<file path="src/rtl/chip8_pkg.sv">
// Shared definitions for the CHIP-8 memory arbiter.
//   ADDR_W / DATA_W      : RAM address and data widths
//   SCREEN_RAM_BASE      : default base address of the 256-byte framebuffer
//   PORT_VID/PPU/CPU     : requester indices used for grant vectors and owner tags
package chip8_pkg;
    localparam int ADDR_W = 12;
    localparam int DATA_W = 8;

    localparam logic [ADDR_W-1:0] SCREEN_RAM_BASE = 12'h100;

    localparam logic [1:0] PORT_VID = 2'd0;
    localparam logic [1:0] PORT_PPU = 2'd1;
    localparam logic [1:0] PORT_CPU = 2'd2;
endpackage

</file>
<file path="src/rtl/chip8_prio_select.sv">
// Fixed-priority winner pick for the three memory requesters.
//   elig    : per-port eligible request bits, indexed by PORT_* constants
//   starved : CPU promotion flag; swaps PPU and CPU priority when set
//   win     : one-hot winner (all zero when nothing is eligible)
module chip8_prio_select
    import chip8_pkg::*;
(
    input  logic [2:0] elig,
    input  logic       starved,
    output logic [2:0] win
);

    always_comb begin
        win = '0;
        // Video scanout always comes first; it cannot tolerate latency.
        if (elig[PORT_VID]) begin
            win[PORT_VID] = 1'b1;
        end else if (starved) begin
            if (elig[PORT_CPU]) begin
                win[PORT_CPU] = 1'b1;
            end else if (elig[PORT_PPU]) begin
                win[PORT_PPU] = 1'b1;
            end
        end else begin
            if (elig[PORT_PPU]) begin
                win[PORT_PPU] = 1'b1;
            end else if (elig[PORT_CPU]) begin
                win[PORT_CPU] = 1'b1;
            end
        end
    end

endmodule

</file>
<file path="src/rtl/chip8_mem_arbiter.sv">
// Single-port RAM arbiter for video scanout, PPU and CPU.
//   clk, reset_n                   : system clock, async active-low reset
//   vid_req/vid_addr               : framebuffer read, offset from SCREEN_RAM_OFFSET
//   ppu_*, cpu_*                   : general read/write requests
//   *_gnt                          : one-cycle accept pulse, cycle after arbitration
//   *_rvalid, rdata                : read data for the owner, two cycles after arbitration
//   mem_*                          : registered RAM port (read data returns one cycle later)
//   cpu_starved                    : CPU currently promoted above the PPU
module chip8_mem_arbiter
    import chip8_pkg::*;
#(
    parameter int                STARVE_LIMIT      = 3,
    parameter logic [ADDR_W-1:0] SCREEN_RAM_OFFSET = SCREEN_RAM_BASE
) (
    input  logic              clk,
    input  logic              reset_n,
    input  logic              vid_req,
    input  logic [7:0]        vid_addr,
    input  logic              ppu_req,
    input  logic              ppu_we,
    input  logic [ADDR_W-1:0] ppu_addr,
    input  logic [DATA_W-1:0] ppu_wdata,
    input  logic              cpu_req,
    input  logic              cpu_we,
    input  logic [ADDR_W-1:0] cpu_addr,
    input  logic [DATA_W-1:0] cpu_wdata,
    output logic              vid_gnt,
    output logic              ppu_gnt,
    output logic              cpu_gnt,
    output logic              vid_rvalid,
    output logic              ppu_rvalid,
    output logic              cpu_rvalid,
    output logic [DATA_W-1:0] rdata,
    output logic [ADDR_W-1:0] mem_read_address,
    output logic              mem_read_enable,
    output logic [ADDR_W-1:0] mem_write_address,
    output logic [DATA_W-1:0] mem_write_data,
    output logic              mem_write_enable,
    input  logic [DATA_W-1:0] mem_read_data,
    output logic              cpu_starved
);

    localparam int CNT_W = (STARVE_LIMIT < 4) ? 2 : $clog2(STARVE_LIMIT + 1);

    logic              armed;
    logic [2:0]        gnt_p1;
    logic [2:0]        rvalid_p2;
    logic              rd_pend_p1;
    logic [1:0]        rd_owner_p1;
    logic [CNT_W-1:0]  starve_cnt;

    logic [2:0]        elig;
    logic [2:0]        win;
    logic              starved;
    logic [CNT_W-1:0]  starve_cnt_d;
    logic [ADDR_W-1:0] rd_addr_d;
    logic              rd_en_d;
    logic [ADDR_W-1:0] wr_addr_d;
    logic [DATA_W-1:0] wr_data_d;
    logic              wr_en_d;
    logic              rd_pend_d;
    logic [1:0]        rd_owner_d;
    logic [2:0]        rvalid_d;

    // A port is ignored in its own grant cycle, so a held request costs
    // one dead cycle and cannot be granted twice for one access. Nothing is
    // eligible until one edge after reset release.
    always_comb begin
        elig           = '0;
        elig[PORT_VID] = armed & vid_req & ~gnt_p1[PORT_VID];
        elig[PORT_PPU] = armed & ppu_req & ~gnt_p1[PORT_PPU];
        elig[PORT_CPU] = armed & cpu_req & ~gnt_p1[PORT_CPU];
    end

    assign starved = (starve_cnt >= CNT_W'(STARVE_LIMIT));

    chip8_prio_select u_prio (
        .elig    (elig),
        .starved (starved),
        .win     (win)
    );

    always_comb begin
        starve_cnt_d = starve_cnt;
        if (!cpu_req || win[PORT_CPU]) begin
            starve_cnt_d = '0;
        end else if (elig[PORT_CPU] && !starved) begin
            starve_cnt_d = starve_cnt + CNT_W'(1);
        end
    end

    always_comb begin
        rd_addr_d  = '0;
        rd_en_d    = 1'b0;
        wr_addr_d  = '0;
        wr_data_d  = '0;
        wr_en_d    = 1'b0;
        rd_pend_d  = 1'b0;
        rd_owner_d = PORT_VID;
        if (win[PORT_VID]) begin
            rd_en_d    = 1'b1;
            rd_addr_d  = {4'h0, vid_addr} + SCREEN_RAM_OFFSET;
            rd_pend_d  = 1'b1;
            rd_owner_d = PORT_VID;
        end else if (win[PORT_PPU]) begin
            if (ppu_we) begin
                wr_en_d   = 1'b1;
                wr_addr_d = ppu_addr;
                wr_data_d = ppu_wdata;
            end else begin
                rd_en_d    = 1'b1;
                rd_addr_d  = ppu_addr;
                rd_pend_d  = 1'b1;
                rd_owner_d = PORT_PPU;
            end
        end else if (win[PORT_CPU]) begin
            if (cpu_we) begin
                wr_en_d   = 1'b1;
                wr_addr_d = cpu_addr;
                wr_data_d = cpu_wdata;
            end else begin
                rd_en_d    = 1'b1;
                rd_addr_d  = cpu_addr;
                rd_pend_d  = 1'b1;
                rd_owner_d = PORT_CPU;
            end
        end
    end

    always_comb begin
        rvalid_d = '0;
        if (rd_pend_p1) begin
            rvalid_d[rd_owner_p1] = 1'b1;
        end
    end

    // Stage p1: grant and RAM access issued; p2: read data returns.
    always_ff @(posedge clk or negedge reset_n) begin
        if (!reset_n) begin
            armed             <= 1'b0;
            gnt_p1            <= '0;
            rvalid_p2         <= '0;
            rd_pend_p1        <= 1'b0;
            rd_owner_p1       <= PORT_VID;
            starve_cnt        <= '0;
            mem_read_address  <= '0;
            mem_read_enable   <= 1'b0;
            mem_write_address <= '0;
            mem_write_data    <= '0;
            mem_write_enable  <= 1'b0;
        end else begin
            armed             <= 1'b1;
            gnt_p1            <= win;
            rvalid_p2         <= rvalid_d;
            rd_pend_p1        <= rd_pend_d;
            rd_owner_p1       <= rd_owner_d;
            starve_cnt        <= starve_cnt_d;
            mem_read_address  <= rd_addr_d;
            mem_read_enable   <= rd_en_d;
            mem_write_address <= wr_addr_d;
            mem_write_data    <= wr_data_d;
            mem_write_enable  <= wr_en_d;
        end
    end

    assign vid_gnt     = gnt_p1[PORT_VID];
    assign ppu_gnt     = gnt_p1[PORT_PPU];
    assign cpu_gnt     = gnt_p1[PORT_CPU];
    assign vid_rvalid  = rvalid_p2[PORT_VID];
    assign ppu_rvalid  = rvalid_p2[PORT_PPU];
    assign cpu_rvalid  = rvalid_p2[PORT_CPU];
    assign rdata       = mem_read_data;
    assign cpu_starved = starved;

endmodule

</file>
<file path="config.mk">
export PLATFORM = sky130hd
export DESIGN_NAME = chip8_mem_arbiter
export DESIGN_NICKNAME = d
export VERILOG_FILES = /design/src/rtl/chip8_pkg.sv /design/src/rtl/chip8_prio_select.sv /design/src/rtl/chip8_mem_arbiter.sv
export SDC_FILE = /design/constraint.sdc
export NUM_CORES = 1
export LEC_CHECK = 0
export ABC_AREA = 1
export BUFFER_PORTS_ARGS = -buffer_cell sky130_fd_sc_hd__buf_2
export CAP_MARGIN = 30
export CORE_MARGIN = 2
export CORE_UTILIZATION = 25
export CTS_CLUSTER_SIZE = 20
export DETAILED_ROUTE_END_ITERATION = 16
export SYNTH_ARGS = -nofsm -noshare
export SYNTH_HDL_FRONTEND = slang
export SYNTH_SLANG_ARGS = --single-unit
</file>
<file path="constraint.sdc">
create_clock -name clk -period 1.31 [get_ports clk]
set_input_delay 0.393 -clock clk [delete_from_list [all_inputs] [get_ports clk]]
set_output_delay 0.393 -clock clk [all_outputs]
set_load 0.01 [all_outputs]
</file>
==> run_results.csv, run 1 <==
group,metric,value,unit
sta,totalNegativeSetupSlack,-1515,ps
final_layout,fin_util,0.3705,
cts,numCtsBuffers,5,
sta,slew_viol_final,0,
grt,antenna_found_initial,0,
final_layout,nets,496,
synthesis,synth_area,2476,um^2
worst_setup_path,path_cells,"ha_4 -> buf_6",
synthesis,netlist.area_leader.share,0.4548,
grt,first_global_vias,2436,
grt,grt_max_degree,46,
placed_design,globalplace.congestion,0.8794,
flow_run,drv_cap,0,
synthesis,syn_area_per_cell,7.526,um^2
worst_setup_path,r2r_end,"mem_write_data[1]",
worst_setup_path,cp.arrival,1020,ps
floorplanning,die_x,103.5,um
synthesis,yosys.area_share.adder,0.005053,
worst_setup_path,cp-startpoint,"starve_cnt[1]",
sta,fin_ws,-104.5,ps
synthesis,synth_area_leaders,"dfrtp_1, nand2_1, nand3_1",
sta,fmax,0.7070,GHz
synthesis,yosysSeqAreaShare,0.4548,
detailed_routing,drcViolationCount,0,
detailed_routing,first_pass_iters,4,
sta,finalCritPeriodShare,1.080,
worst_setup_path,cpPeakStageDelay,420,ps
power,ir_worst_vdd,0.4977,mV
detailed_routing,finalWirelength,8.134,mm
sta,post-route-min-period,1414,ps
synthesis,synth_cell_types,23,
synthesis,ys_top_cells_by_count,"nand2_1, inv_1, nand3_1",
worst_setup_path,r2r_start,"gnt_p1[2]",
floorplanning,io_pins,112,
worst_setup_path,required,920,ps
synthesis,synth_edf_count,0,
synthesis,synth-simple-area-share,0.3168,
grt,grt_usage,0.1426,
placed_design,dp_hpwl,5.463,mm
final_layout,syn2layout_area_growth,44.92,%
cts,ctsRootBufferMaster,"clkbuf_8",
detailed_routing,drt_iter0_markers,116,
synthesis,yosysWarningCount,0,
floorplanning,core_area,9684,um^2
floorplanning,initial_core_util,0.2557,
worst_setup_path,slowest_stage,"dfrtp_1",
floorplanning,fp.dieArea,10720,um^2
cts,cts_max_path_buffers,2,
worst_setup_path,crit_path_max_fanout,3,
placed_design,io_buffers,95,
sta,finalSetupViolations,29,
worst_setup_path,rr_worst_depth,8,
synthesis,synthMostInstantiatedCell,"nand2_1",
sta,fin_worst_skew,11.73,ps
worst_setup_path,critical_path_class,"reg -> out",
detailed_routing,vias_per_cell,4.307,
final_layout,drive_gt1_frac,0.3880,
synthesis,synth_top_family_by_area,"simple AND/OR/NAND/NOR gates",
grt,gr-total-overflow,0,
cts,clk_latency,310,ps
detailed_routing,num_vias,2438,
cts,cts_tree,"yes",
synthesis,synthCells,329,
synthesis,async_flop_share,1.000,
cts,clkSinkCount,45,
worst_setup_path,start_kind,"flop",
cts,htreeDepth,2,
synthesis,syn_nets,393,
cts,clk_pin_slew,100,ps
floorplanning,placement_rows,36,
run_status,violations,"setup timing",
worst_setup_path,endpoint,"cpu_starved",
synthesis,synth.mux.area_fraction,0,
power,total_leakage_power,2.164,nW
run_status,status,"finished with violations",
grt,grt_pass1_wl,12.14,mm
hold_path,min_path_type,"in -> async",
sta,rsz0062_at_grt,"true",
worst_setup_path,endpoint_kind,"primary output",
synthesis,synth_top_cell_by_area,"dfrtp_1",
power,power_density,932.0,nW/um^2
detailed_routing,drtAntennaViolNets,0,
synthesis,synth_compound_area_frac,0.04649,
floorplanning,die_h,103.5,um
final_layout,antenna_cells,0,
detailed_routing,wire_per_inst,14.37,um
worst_setup_path,reg2reg_slack,-100,ps
sta,hold_violations,0,
synthesis,synth_xor_area_frac,0.003537,
synthesis,synth_seq_cells,45,
synthesis,ys.flop_type,"dfrtp_1",
## layout make-up
cell class                 count  area [um^2]
clock buffer                   6        72.57
clock inverter                 2        38.79
fill                        1012         6096
inverter                      63        236.5
multi-input combinational    192         1055
sequential                    45         1127
tap                          133        166.4
timing repair buffer         125        892.1
## layer usage
metal	wire length (um)	up-vias	track usage
met5	0	-	0
met1	3478	1119	0.1808
li1	-	1214	-
met4	207	0	0.05888
met3	482	18	0.03210
met2	3965	87	0.2351
## flip-flops by register name, summed over array words and instances (netlist names)
signal and count:
mem_write_data 8, gnt_p1 3, mem_write_address 12, mem_read_address 12
armed 1, rd_owner_p1 2, rd_pend_p1 1, rvalid_p2 3
mem_write_enable 1, starve_cnt 2
## cell families after synthesis
| group | count (synthesis) |
|---|---|
| AO/OA/AOI/OAI | 17 |
| XOR/XNOR | 1 |
| adder cells (fa/ha/maj) | 1 |
| buffers and inverters | 92 |
| flip-flops | 45 |
| other | 1 |
| AND/OR/NAND/NOR | 172 |
## placed cells by master (no fill, tap or decap)
cell type / instances
buf_16: 1
nor2_2: 2
nand3_2: 10
nor2_4: 3
nand3_1: 40
buf_6: 7
xor2_1: 1
o21ai_2: 2
nand2_1: 76
inv_1: 61
buf_4: 14
o21ai_1: 1
buf_12: 7
clkbuf_1: 1
clkbuf_8: 5
inv_2: 2
a21oi_1: 2
o211ai_1: 12
nand3_4: 1
nor3b_1: 1
nor2_1: 12
dfrtp_2: 1
clkinv_4: 1
conb_1: 1
nand2_4: 5
clkbuf_16: 3
ha_4: 1
dfrtp_1: 44
nand4_1: 12
bufinv_16: 1
buf_2: 93
nand2_2: 9
nor3_1: 1
## worst min-delay path by stage
stage | start | end | depth (start not counted)
after global routing | reset_n | armed | 2
after floorplan | reset_n | armed | 0
after CTS | reset_n | armed | 2
after global placement | reset_n | armed | 2
after detailed placement | reset_n | armed | 2
final | reset_n | armed | 2
## where the power goes
group / total, mW / internal, mW / switching, mW
combinational: 0.755 / 0.329 / 0.426
clock: 1.08 / 0.573 / 0.503
sequential: 1.51 / 1.48 / 0.0356
## stage by stage
stage	power, mW	worst slack (ps)	hold slack (ps)	cells	area [um^2]
after floorplan	1.883	48.59	97.41	329	2480
after global placement	2.189	-53.30	395.1	551	3192
after detailed placement	2.200	-86.90	399.7	551	3192
after CTS	3.308	-119.1	58.88	561	3377
after global routing	3.526	-185.7	55.47	566	3588
final	3.344	-104.5	44.45	566	3588
## worst max-delay path: cells and delay by family, from the launching register on
kind,cells,cell delay (ps)
adders and majority gates,1,190
DFF,1,420
buffers and inverters,1,120
## what timing repair did
action / 4_1_cts / 5_1_grt
pin swaps: 2 / 7
gates resized for setup: 10 / 30
hold endpoints to repair: 0 / 0
hold buffers: 0 / 0
endpoints found under the setup margin: 23 / 40
buffers inserted: 1 / 0
gates cloned: 1 / 5
Note: power is estimated with default switching activity, not from simulation.
==> run 2: changes to the inputs <==
--- a/config.mk
+++ b/config.mk
@@ -12,6 +12,7 @@
 export CORE_UTILIZATION = 25
 export CTS_CLUSTER_SIZE = 20
 export DETAILED_ROUTE_END_ITERATION = 16
+export GPL_TIMING_DRIVEN = 0
 export SYNTH_ARGS = -nofsm -noshare
 export SYNTH_HDL_FRONTEND = slang
 export SYNTH_SLANG_ARGS = --single-unit
==> run 2 against run 1 <==
  * The run still ends with setup timing left
  * Global-route usage is essentially flat
  * Sequential cell count stayed put
  * Register-to-register slack improved by 50 ps
  * Core utilization shrank 0.94 points
==> run_results.csv, run 2 (synthesis results as in run 1) <==
group,metric,value,unit
worst_setup_path,path_cells,"ha_4 -> buf_6",
worst_setup_path,critical_path_class,"reg -> out",
detailed_routing,finalWirelength,7.865,mm
sta,rsz0062_at_grt,"true",
cts,cts_max_path_buffers,2,
sta,fin_ws,-111.3,ps
cts,clk_latency,310,ps
floorplanning,fp.dieArea,10720,um^2
flow_run,drv_cap,0,
worst_setup_path,r2r_start,"armed",
worst_setup_path,start_kind,"flop",
detailed_routing,num_vias,2466,
floorplanning,placement_rows,36,
worst_setup_path,cp-startpoint,"starve_cnt[1]",
cts,clk_pin_slew,100,ps
worst_setup_path,cpPeakStageDelay,420,ps
placed_design,globalplace.congestion,0.8743,
worst_setup_path,endpoint_kind,"primary output",
worst_setup_path,reg2reg_slack,-50,ps
power,total_leakage_power,2.170,nW
worst_setup_path,cp.arrival,1030,ps
detailed_routing,drt_iter0_markers,173,
grt,antenna_found_initial,0,
detailed_routing,drtAntennaViolNets,0,
run_status,violations,"setup timing",
power,ir_worst_vdd,0.4124,mV
final_layout,syn2layout_area_growth,41.23,%
worst_setup_path,slowest_stage,"dfrtp_1",
placed_design,pre_cts_ws,-144.0,ps
floorplanning,die_x,103.5,um
cts,numCtsBuffers,5,
grt,grt_usage,0.1428,
sta,hold_violations,0,
worst_setup_path,required,920,ps
floorplanning,die_h,103.5,um
worst_setup_path,r2r_end,"rd_pend_p1",
detailed_routing,drcViolationCount,0,
sta,finalSetupViolations,17,
final_layout,reg.largest.list,"mem_read_address (12), mem_write_address (12), mem_write_data (8)",
worst_setup_path,crit_family,"flip-flops",
hold_path,min_path_type,"in -> async",
final_layout,final_cells,583,
final_layout,drive_gt1_frac,0.3778,
grt,grt_max_degree,29,
floorplanning,io_pins,112,
floorplanning,core_area,9684,um^2
sta,post-route-min-period,1421,ps
sta,fin_worst_skew,14.69,ps
grt,grt_pass1_wl,12.25,mm
floorplanning,initial_core_util,0.2557,
final_layout,fill_cells,1047,
final_layout,layout_commonest_cell,"buf_2",
detailed_routing,vias_per_cell,4.230,
cts,ctsRootBufferMaster,"clkbuf_8",
cts,cts_tree,"yes",
grt,first_global_vias,2513,
power,power_density,946.0,nW/um^2
placed_design,dp.cells,565,
final_layout,nets,513,
placed_design,io_buffers,102,
sta,slew_viol_final,0,
worst_setup_path,rr_worst_depth,8,
worst_setup_path,path_buf_inv,1,
cts,htreeDepth,2,
final_layout,antenna_cells,0,
sta,finalCritPeriodShare,1.085,
final_layout,fin_util,0.3611,
run_status,status,"finished with violations",
sta,fmax,0.7036,GHz
detailed_routing,first_pass_iters,4,
detailed_routing,wire_per_inst,13.49,um
final_layout,final_cell_mix,"buf_2, nand2_1, inv_1",
worst_setup_path,crit_path_max_fanout,3,
grt,gr-total-overflow,0,
cts,clkSinkCount,45,
cts,ctsHoldBuffers,0,
worst_setup_path,cp.depth,2,
placed_design,dp_hpwl,5.971,mm
-- run 2: cell types whose count changed in the layout (fill, tap and decap cells not counted), moves of 5 or more --
cell	previous run	this run
buf_4	14	21
buf_12	7	1
buf_2	93	103
nand2_1	76	84
buf_6	7	12
-- run 2: area by class of cell --
type,instances,area [um^2],area share
clock buffers,5,68.82,0.01968
inverters,63,236.5,0.06762
multi-input cells,192,994.7,0.2844
plain buffers,29,235.2,0.06726
flip-flops and latches,45,1127,0.3224
repair buffers,113,621.8,0.1778
clock inverters,3,46.29,0.01324
well taps,133,166.4,0.04759
-- run 2: layer usage --
metal | global-route usage | share of wire | up-vias | wire, um
li1 | - | - | 1248 | -
met1 | 0.1819 | 0.43 | 1099 | 3385
met2 | 0.2304 | 0.47 | 104 | 3664
met3 | 0.03650 | 0.077 | 15 | 607
met4 | 0.06081 | 0.026 | 0 | 207
met5 | 0 | 0 | - | 0
-- run 2: stage by stage --
step	setup TNS [ps]	power [mW]	cell area (um^2)	hold WS (ps)
floorplan	0	1.883	2480	97.41
global placement	-3243	2.176	3157	426.3
detailed placement	-3465	2.190	3177	375.4
CTS	-1109	3.296	3343	40.78
global route	-3271	3.489	3497	46.45
finish	-438.6	3.308	3497	24.48
-- run 2: what timing repair did --
| item | 4_1_cts | 5_1_grt |
|---|---|---|
| gates resized for setup | 13 | 25 |
| setup endpoints to repair | 33 | 38 |
| pin swaps | 1 | 5 |
| hold endpoints to repair | 0 | 0 |
| buffers inserted | 1 | 7 |
| cloned | 0 | 2 |
-- run 2: power breakdown --
part           leakage (nW)  internal (mW)  switching [mW]
combinational          1.52          0.301           0.413
sequential            0.596           1.48          0.0339
clock                0.0543          0.571           0.511
total                  2.17           2.35           0.958
-- run 2: worst max-delay path by stage --
stage	to	slack, ps
final	cpu_starved	-110
after CTS	cpu_starved	-120
after detailed placement	mem_write_address[7]	-140
after global placement	mem_write_address[1]	-140
after global routing	rd_pend_p1	-150
after floorplan	mem_write_address[10]	50
